### config.mk
export PLATFORM = sky130hd
export DESIGN_NAME = intersection_controller
export DESIGN_NICKNAME = d
export VERILOG_FILES = /design/src/rtl/traffic_pkg.sv /design/src/rtl/phase_timer.sv /design/src/rtl/intersection_controller.sv
export SDC_FILE = /design/constraint.sdc
export NUM_CORES = 1
export LEC_CHECK = 0
export ABC_CLOCK_PERIOD_IN_PS = 6100
export CAP_MARGIN = 40
export CORE_MARGIN = 4
export CORE_UTILIZATION = 59
export CTS_CLUSTER_SIZE = 24
export DETAILED_ROUTE_END_ITERATION = 6
export PLACE_DENSITY = 0.94
export SYNTH_ARGS = -nofsm -noshare
export SYNTH_HDL_FRONTEND = slang
export SYNTH_SLANG_ARGS = --single-unit
### constraint.sdc
create_clock -name clk -period 6.1 [get_ports clk]
set_clock_uncertainty 0.2 [all_clocks]
set_input_delay 0.915 -clock clk [delete_from_list [all_inputs] [get_ports clk]]
set_output_delay 0.915 -clock clk [all_outputs]
set_load 0.02 [all_outputs]
### src/rtl/traffic_pkg.sv
// Shared types and lamp encodings for the intersection controller.
package traffic_pkg;

    typedef enum logic [2:0] {
        StAllRed   = 3'd0,
        StNsLeft   = 3'd1,
        StNsGreen  = 3'd2,
        StNsYellow = 3'd3,
        StEwLeft   = 3'd4,
        StEwGreen  = 3'd5,
        StEwYellow = 3'd6,
        StEmStop   = 3'd7
    } state_e;

    typedef enum logic {
        ApprNs = 1'b0,
        ApprEw = 1'b1
    } approach_e;

    localparam logic [3:0] LampLeft   = 4'b1001;
    localparam logic [3:0] LampGreen  = 4'b0100;
    localparam logic [3:0] LampYellow = 4'b0010;
    localparam logic [3:0] LampRed    = 4'b0001;

    function automatic logic [3:0] ns_lamp(state_e s);
        case (s)
            StNsLeft:   return LampLeft;
            StNsGreen:  return LampGreen;
            StNsYellow: return LampYellow;
            default:    return LampRed;
        endcase
    endfunction

    function automatic logic [3:0] ew_lamp(state_e s);
        case (s)
            StEwLeft:   return LampLeft;
            StEwGreen:  return LampGreen;
            StEwYellow: return LampYellow;
            default:    return LampRed;
        endcase
    endfunction

endpackage

### src/rtl/phase_timer.sv
// Per-state cycle counter: cleared on state entry, saturates at 255, flags the last cycle.
module phase_timer (
    input  logic       clk,
    input  logic       reset,
    input  logic       clear,
    input  logic [7:0] len,
    output logic       done
);

    logic [7:0] cnt_q;

    always_ff @(posedge clk or posedge reset) begin
        if (reset) begin
            cnt_q <= 8'd0;
        end else if (clear) begin
            cnt_q <= 8'd0;
        end else if (cnt_q != 8'hff) begin
            cnt_q <= cnt_q + 8'd1;
        end
    end

    assign done = (cnt_q == len - 8'd1);

endmodule

### src/rtl/intersection_controller.sv
// Single-FSM sequencer for a two-approach intersection with protected lefts,
// all-red clearance and emergency preemption.
module intersection_controller
    import traffic_pkg::*;
#(
    parameter int unsigned LEFT_T   = 5,
    parameter int unsigned GREEN_T  = 10,
    parameter int unsigned YELLOW_T = 3,
    parameter int unsigned CLEAR_T  = 2
) (
    input  logic       clk,
    input  logic       reset,
    input  logic       emergency,
    input  logic       ns_left_req,
    input  logic       ew_left_req,
    output logic [3:0] ns_out,
    output logic [3:0] ew_out,
    output logic       allstop,
    output logic [2:0] phase
);

    state_e    state_q, state_d;
    approach_e next_app_q, next_app_d;
    logic      ns_left_q, ns_left_d;
    logic      ew_left_q, ew_left_d;
    logic      em_latched_q, em_latched_d;
    logic [7:0] len;
    logic      done;
    logic      em_any;

    always_comb begin
        case (state_q)
            StAllRed:               len = 8'(CLEAR_T);
            StNsLeft, StEwLeft:     len = 8'(LEFT_T);
            StNsGreen, StEwGreen:   len = 8'(GREEN_T);
            StNsYellow, StEwYellow: len = 8'(YELLOW_T);
            default:                len = 8'd1;
        endcase
    end

    phase_timer u_timer (
        .clk   (clk),
        .reset (reset),
        .clear (state_d != state_q),
        .len   (len),
        .done  (done)
    );

    assign em_any = emergency | em_latched_q;

    always_comb begin
        state_d    = state_q;
        next_app_d = next_app_q;
        case (state_q)
            StAllRed: begin
                if (em_any) begin
                    state_d = StEmStop;
                end else if (done) begin
                    if (next_app_q == ApprNs) begin
                        state_d = (ns_left_q | ns_left_req) ? StNsLeft : StNsGreen;
                    end else begin
                        state_d = (ew_left_q | ew_left_req) ? StEwLeft : StEwGreen;
                    end
                end
            end
            StNsLeft:   if (em_any) state_d = StNsYellow; else if (done) state_d = StNsGreen;
            StNsGreen:  if (em_any || done) state_d = StNsYellow;
            StNsYellow: begin
                if (done) begin
                    state_d    = em_any ? StEmStop : StAllRed;
                    next_app_d = ApprEw;
                end
            end
            StEwLeft:   if (em_any) state_d = StEwYellow; else if (done) state_d = StEwGreen;
            StEwGreen:  if (em_any || done) state_d = StEwYellow;
            StEwYellow: begin
                if (done) begin
                    state_d    = em_any ? StEmStop : StAllRed;
                    next_app_d = ApprNs;
                end
            end
            StEmStop:   if (!emergency) state_d = StAllRed;
            default:    state_d = StAllRed;
        endcase
    end

    // Entry into a left phase consumes the flag, even if a request coincides with that edge.
    always_comb begin
        ns_left_d = (state_d == StNsLeft && state_q != StNsLeft) ? 1'b0 : (ns_left_q | ns_left_req);
        ew_left_d = (state_d == StEwLeft && state_q != StEwLeft) ? 1'b0 : (ew_left_q | ew_left_req);
        if (state_d == StEmStop && state_q != StEmStop) begin
            em_latched_d = 1'b0;
        end else if (state_q != StEmStop && emergency) begin
            em_latched_d = 1'b1;
        end else begin
            em_latched_d = em_latched_q;
        end
    end

    always_ff @(posedge clk or posedge reset) begin
        if (reset) begin
            state_q      <= StAllRed;
            next_app_q   <= ApprNs;
            ns_left_q    <= 1'b0;
            ew_left_q    <= 1'b0;
            em_latched_q <= 1'b0;
            ns_out       <= LampRed;
            ew_out       <= LampRed;
            allstop      <= 1'b0;
        end else begin
            state_q      <= state_d;
            next_app_q   <= next_app_d;
            ns_left_q    <= ns_left_d;
            ew_left_q    <= ew_left_d;
            em_latched_q <= em_latched_d;
            ns_out       <= ns_lamp(state_d);
            ew_out       <= ew_lamp(state_d);
            allstop      <= (state_d == StEmStop);
        end
    end

    assign phase = state_q;

endmodule

### Word level (Yosys, flattened, before mapping)

Cells that the tools add are included.

* flip-flop bits (word level): 24
* input bits: 5
* word-level logic and storage cells: 76

* $add $sub $neg: 2
* eq/ne operators: 22
* multiplexer cells: 27
* bitwise gates (word level): 3
* reductions and logical operators: 13

Operators by type and width (count)
* 3-bit two-way mux: 12
* 3-bit equality test, second input constant: 8
* 4-bit one-hot mux with 3 select lines: 2
* 3-bit one-hot mux with 7 select lines: 1
* 8-bit two-way mux: 2
* 4-bit one-hot mux with 4 select lines: 1
* 3-bit by 2-bit equality test with 1-bit output, second input constant: 4
* 8-bit by 1-bit adder with 8-bit output, second input constant: 1
* 8-bit equality test: 1
* 8-bit inequality test, second input constant: 1
* 1-bit two-way mux: 7
* 3-bit by 1-bit equality test with 1-bit output, second input constant: 2
* 3-bit inequality test, second input constant: 2
* 2-bit nonzero test: 3
* 2-bit OR reduction: 3
* 4-bit by 1-bit subtractor with 5-bit output, second input constant: 1
* 1-bit logical AND: 4
* 2-bit inequality test, second input constant: 2
* 3-bit zero test: 1
* 3-bit by 1-bit inequality test with 1-bit output, second input constant: 1
* 3-bit inequality test: 1
* 1-bit OR: 3
* 3-bit AND reduction: 1
* 2-bit two-way mux: 1
* other kinds (2): 2

### Logic depth before layout (Yosys ltp)

* depth after elaboration: 11
* depth in mapped cells: 16

### Cells and area by module

Synthesis repeated with hierarchy kept, for this count alone.

* cells, all modules: 170
* area total of the unflattened synthesis: 1551.5 µm²

Modules (own cells, without submodules)
* intersection_controller: instances 1, cells each 96, area each 913.4 µm², seq. area each 402.9 µm²
* phase_timer: instances 1, cells each 74, area each 638.1 µm², seq. area each 200.2 µm²

### Least setup slack after synthesis

Ideal clock, no wire load.

* kind: register to register
* start: register state_q[0] (netlist: phase[0])
* end: register em_latched_q
* setup time: 0.123 ns
* arrival: 3.047 ns
* required time: 5.777 ns
* setup slack: 2.730 ns
* cell stages (with the launch flop): 15
* buffers on the path: 4
* clock period less this slack: 3.370 ns
* cell sequence: dfrtp_1 > buf_6 > clkbuf_1 > clkbuf_1 > nor2_1 > o21bai_1 > ha_1 > xnor2_1 > o31ai_1 > and3b_1 > buf_6 > or3b_4 > a31oi_4 > and3_4 > a21oi_2

* word-level cells in the longest chain between the ends: 11
* elaborated cells on any way between the ends: 32

Ends and longest elaborated chain
* start, declared: RTL line intersection_controller.sv:22 `state_e state_q, state_d;`
* start signal, assigned: RTL line intersection_controller.sv:102 `state_q <= StAllRed;`
* start signal, assigned: RTL line intersection_controller.sv:111 `state_q <= state_d;`
* 3-bit equality test, or another cell as far along: RTL line intersection_controller.sv:32, intersection_controller.sv:54
* 2-bit OR reduction (on tied branches)
* 4-bit one-hot mux with 4 select lines: RTL line intersection_controller.sv:32 `case (state_q)`
* 4-bit by 1-bit subtractor with 5-bit output: RTL line phase_timer.sv:22 `assign done = (cnt_q == len - 8'd1);`
* 8-bit equality test: RTL line phase_timer.sv:22
* 3-bit two-way mux, or another cell as far along: RTL line intersection_controller.sv:74 `StEwLeft: if (em_any) state_d = StEwYellow; else if (done) state_d = StEwGreen;`
* 3-bit two-way mux (on tied branches)
* 3-bit one-hot mux with 7 select lines *: RTL line intersection_controller.sv:54 `case (state_q)`
* via state_d[2]: RTL line intersection_controller.sv:22
* 3-bit equality test *: RTL line intersection_controller.sv:91 `if (state_d == StEmStop && state_q != StEmStop) begin`
* 1-bit logical AND *: RTL line intersection_controller.sv:91
* 1-bit two-way mux or 2-bit nonzero test (tied branches)
* end signal, assigned: RTL line intersection_controller.sv:115 `em_latched_q <= em_latched_d;`
* end, declared: RTL line intersection_controller.sv:26 `logic em_latched_q, em_latched_d;`

Mark *: on every way through the listed nets, which the timed path passes. The rest lies on a longest branch.
A chain may end at the register's enable or synchronous reset.

### Worst setup path in the final report

* start: register state_q[0] (netlist: phase[0])
* end: register u_timer.cnt_q[1]

* word-level cells in the longest chain between the ends: 10
* elaborated cells on any way between the ends: 29

Ends and longest elaborated chain
* 3-bit equality test, or another cell as far along: RTL line intersection_controller.sv:32, intersection_controller.sv:54
* 2-bit OR reduction (on tied branches)
* 4-bit one-hot mux with 4 select lines: RTL line intersection_controller.sv:32
* 4-bit by 1-bit subtractor with 5-bit output: RTL line phase_timer.sv:22
* 8-bit equality test: RTL line phase_timer.sv:22
* 3-bit two-way mux, or another cell as far along: RTL line intersection_controller.sv:74
* 3-bit two-way mux (on tied branches)
* 3-bit one-hot mux with 7 select lines *: RTL line intersection_controller.sv:54
* via state_d[2]: RTL line intersection_controller.sv:22
* 3-bit inequality test *: RTL line intersection_controller.sv:44 `.clear (state_d != state_q),`
* 8-bit two-way mux or 2-bit nonzero test (tied branches)
* end signal, assigned: RTL line phase_timer.sv:18 `cnt_q <= cnt_q + 8'd1;`
* end, declared: RTL line phase_timer.sv:10 `logic [7:0] cnt_q;`

Marks and branches as above.

==> impl_metrics.tcl <==
set metrics [dict create \
    hold_ws_ns 0.363 \
    io_pins 17 \
    tightest_slew_ns 0.775 \
    clk_latency_ns 0.31 \
    diodes 0 \
    outcome "completed" \
    arrival_ns 3.60 \
    reg2reg_from "phase[0]" \
    dr_total_vias 1352 \
    final_antenna_net_count 0 \
    drtPass1Iterations 5 \
    grt_pass1_vias 1338 \
    netlist_area_um2 1490 \
    htreeDepth 1 \
    area_growth_pct 12.9 \
    yosysMostFrequentCell "nor2_1" \
    syn_avg_cell_area_um2 8.88 \
    placed_cells 203 \
    cp_max_fo 28 \
    dieWidth_um 58.3 \
    drive_gt1_frac 0.0950 \
    yosysSeqAreaShare 0.404 \
    ctsHoldBuffers 0 \
    clk_pin_slew_ns 0.13 \
    worstSetupPathType "flop to flop" \
    synth_top_cell_by_area "dfrtp_1" \
    avgRoutedWirePerCell_um 18.0 \
    slew_headroom 0.483 \
    synth_cell_type_count 52 \
    top_layer_used "met4" \
    slew_violations 0 \
    hold_viol_final 0 \
    drtIter0Drc 73 \
    met2WireLength_um 1780 \
    ys_warn_count 0 \
    period_share 0.593 \
    cellPowerDensity_nw_per_um2 498 \
    fmax_mhz 277 \
    die_height_um 58.3 \
    p_leak_uw 0.000682 \
    wirelength_um 3720 \
    io_buffers 16 \
    synth_area_leaders "dfrtp_1 (37%), nor2_1 (6.0%), dfstp_2 (3.5%)" \
    rows 17 \
    yosys-top-cells-count "nor2_1 (24), dfrtp_1 (22), nor3_1 (9), nand2_1 (8), nand3_1 (8)" \
    routed_via_density 6.53 \
    core_area_um2 2300 \
    critical_path.cell_chain "nand2b_1, nand3_1, nand2_1, ha_1, xnor2_1, o31ai_1, and3b_1, or3b_4, a31oi_4, and2_2, nor3_1" \
    cts_buffers 3 \
    synth_edf_count 0 \
    cts_tree "done" \
    setup.worst_path.start "phase[0]" \
    cpPeakStageDelay_ns 0.87 \
    yosys.area.top_type_share 0.369 \
    slowest_stage "dfrtp_1" \
    place_hpwl_um 2730 \
    cap_violations 0 \
    start_util 0.649 \
    power_uw 839 \
    cts.sinks 24 \
    grt_pass1_wl_um 6140 \
    final.min_clock_period_ns 3.62 \
    regArea_um2 603 \
    wl_met1_um 1570 \
    cts-root-buf "clkbuf_4" \
    ir_drop_v 0.000462 \
    cp-end-kind "flop" \
    grt_max_degree 29 \
    hold_path_class "flop to flop" \
    overflow 0 \
    postCtsSetupRepairBufs 0 \
    track_usage 0.235 \
    critPathLaunchType "flop" \
    ys_async_sr_fraction 1.00 \
    hold_start "ew_left_q" \
    ctsResizeCount 0 \
    clockBufferDepth 2 \
    stdcell_count 207 \
    ys_ff_latch 24 \
    routabilityCongestion 0.859 \
    nets 187 \
    drc 0 \
    syn_inst 168 \
    critPathRequiredTime_ns 6.08 \
    die_area_um2 3400 \
    syn-num-nets 175 \
    multi_input_area_um2 812 \
    antenna_found_initial 0 \
    fin_setup_tns_ns 0 \
    synth_flop_cell "dfrtp_1" \
    rsz0062_at_grt "no" \
    final-setup-viol-count 0 \
    fill_cells 165 \
    met3_length_um 292 \
]
[path summary, 6_finish.rpt]
kind | endpoint | slack (ns) | cells after the start
max | u_timer.cnt_q[1] | 2.48 | 11
max reg2reg | u_timer.cnt_q[1] | 2.48 | 11
min | ew_left_q | 0.36 | 2
max in group asynchronous | ew_out[0] | 4.50 | 3
min in group asynchronous | u_timer.cnt_q[5] | 0.69 | 2
min reg2reg | ew_left_q | 0.36 | 2
[metrics by stage]
step	setup slack, ns	cell area (um2)	util
finish	2.48	1680	0.733
detailed placement	2.54	1650	0.717
CTS	2.55	1680	0.733
floorplan	2.73	1490	-
global placement	2.57	1630	0.711
global route	2.27	1680	0.733
[flip-flops by register name (all words and copies together) (netlist names), 3 cells and up]
signal and cells:
ns_out 4, phase 3, u_timer.cnt_q 8, ew_out 4
[final cells by class]
cell class              instances  area share
well taps                      28      0.0208
repair buffers                 17       0.104
flip-flops and latches         24       0.358
clock buffers                   4      0.0215
inverters                       6      0.0134
multi-input cells             128       0.482
[layer usage]
| layer | vias to the layer above | GRT usage |
|---|---|---|
| met3 | 12 | 0.0646 |
| met5 | - | 0 |
| li1 | 631 | - |
| met2 | 76 | 0.376 |
| met4 | 0 | 0.103 |
| met1 | 633 | 0.294 |
[report_power, final]
group | total, uW | switching (uW) | leakage (uW) | internal (uW)
combinational | 476 | 276 | 0.000370 | 200
sequential | 282 | 77.0 | 0.000291 | 205
clock | 82.0 | 45.5 | 0.0000210 | 36.4
[placed cells by master, fill, tap and decap left out, types with 2 or more instances in the layout]
cell type and count:
a21oi_1 7, a31oi_1 4, and2_1 2, and3_1 2, and3b_1 3, clkbuf_4 3
clkdlybuf4s50_1 16, dfrtp_1 22, dfstp_2 2, ha_1 2, inv_1 6, nand2_1 8
nand2b_1 3, nand3_1 8, nand4_1 2, nor2_1 24, nor2b_1 2, nor3_1 9
nor4_1 4, o21ai_0 7, o21bai_1 3, o22ai_1 2, o31ai_1 2, o32ai_1 2
or4b_1 2, xnor2_1 4, xor2_1 3
[worst max-delay path, delay by kind of cell (launching register included)]
| family | cells | cell delay, ns |
|---|---|---|
| AO/OA/AOI/OAI | 2 | 0.45 |
| XOR/XNOR | 1 | 0.25 |
| adder cells (fa/ha/maj) | 1 | 0.19 |
| flip-flops | 1 | 0.87 |
| AND/OR/NAND/NOR | 7 | 1.52 |
[kinds of logic after synthesis]
kind of cell | count (synthesis) | share of synthesized area
buf+inv | 16 | 0.0512
compound gates | 37 | 0.175
xor+xnor | 7 | 0.0411
fa+ha+maj | 2 | 0.0168
flops | 24 | 0.404
simple gates | 80 | 0.297
mux | 2 | 0.0143
(Power assumes the default switching activity.)
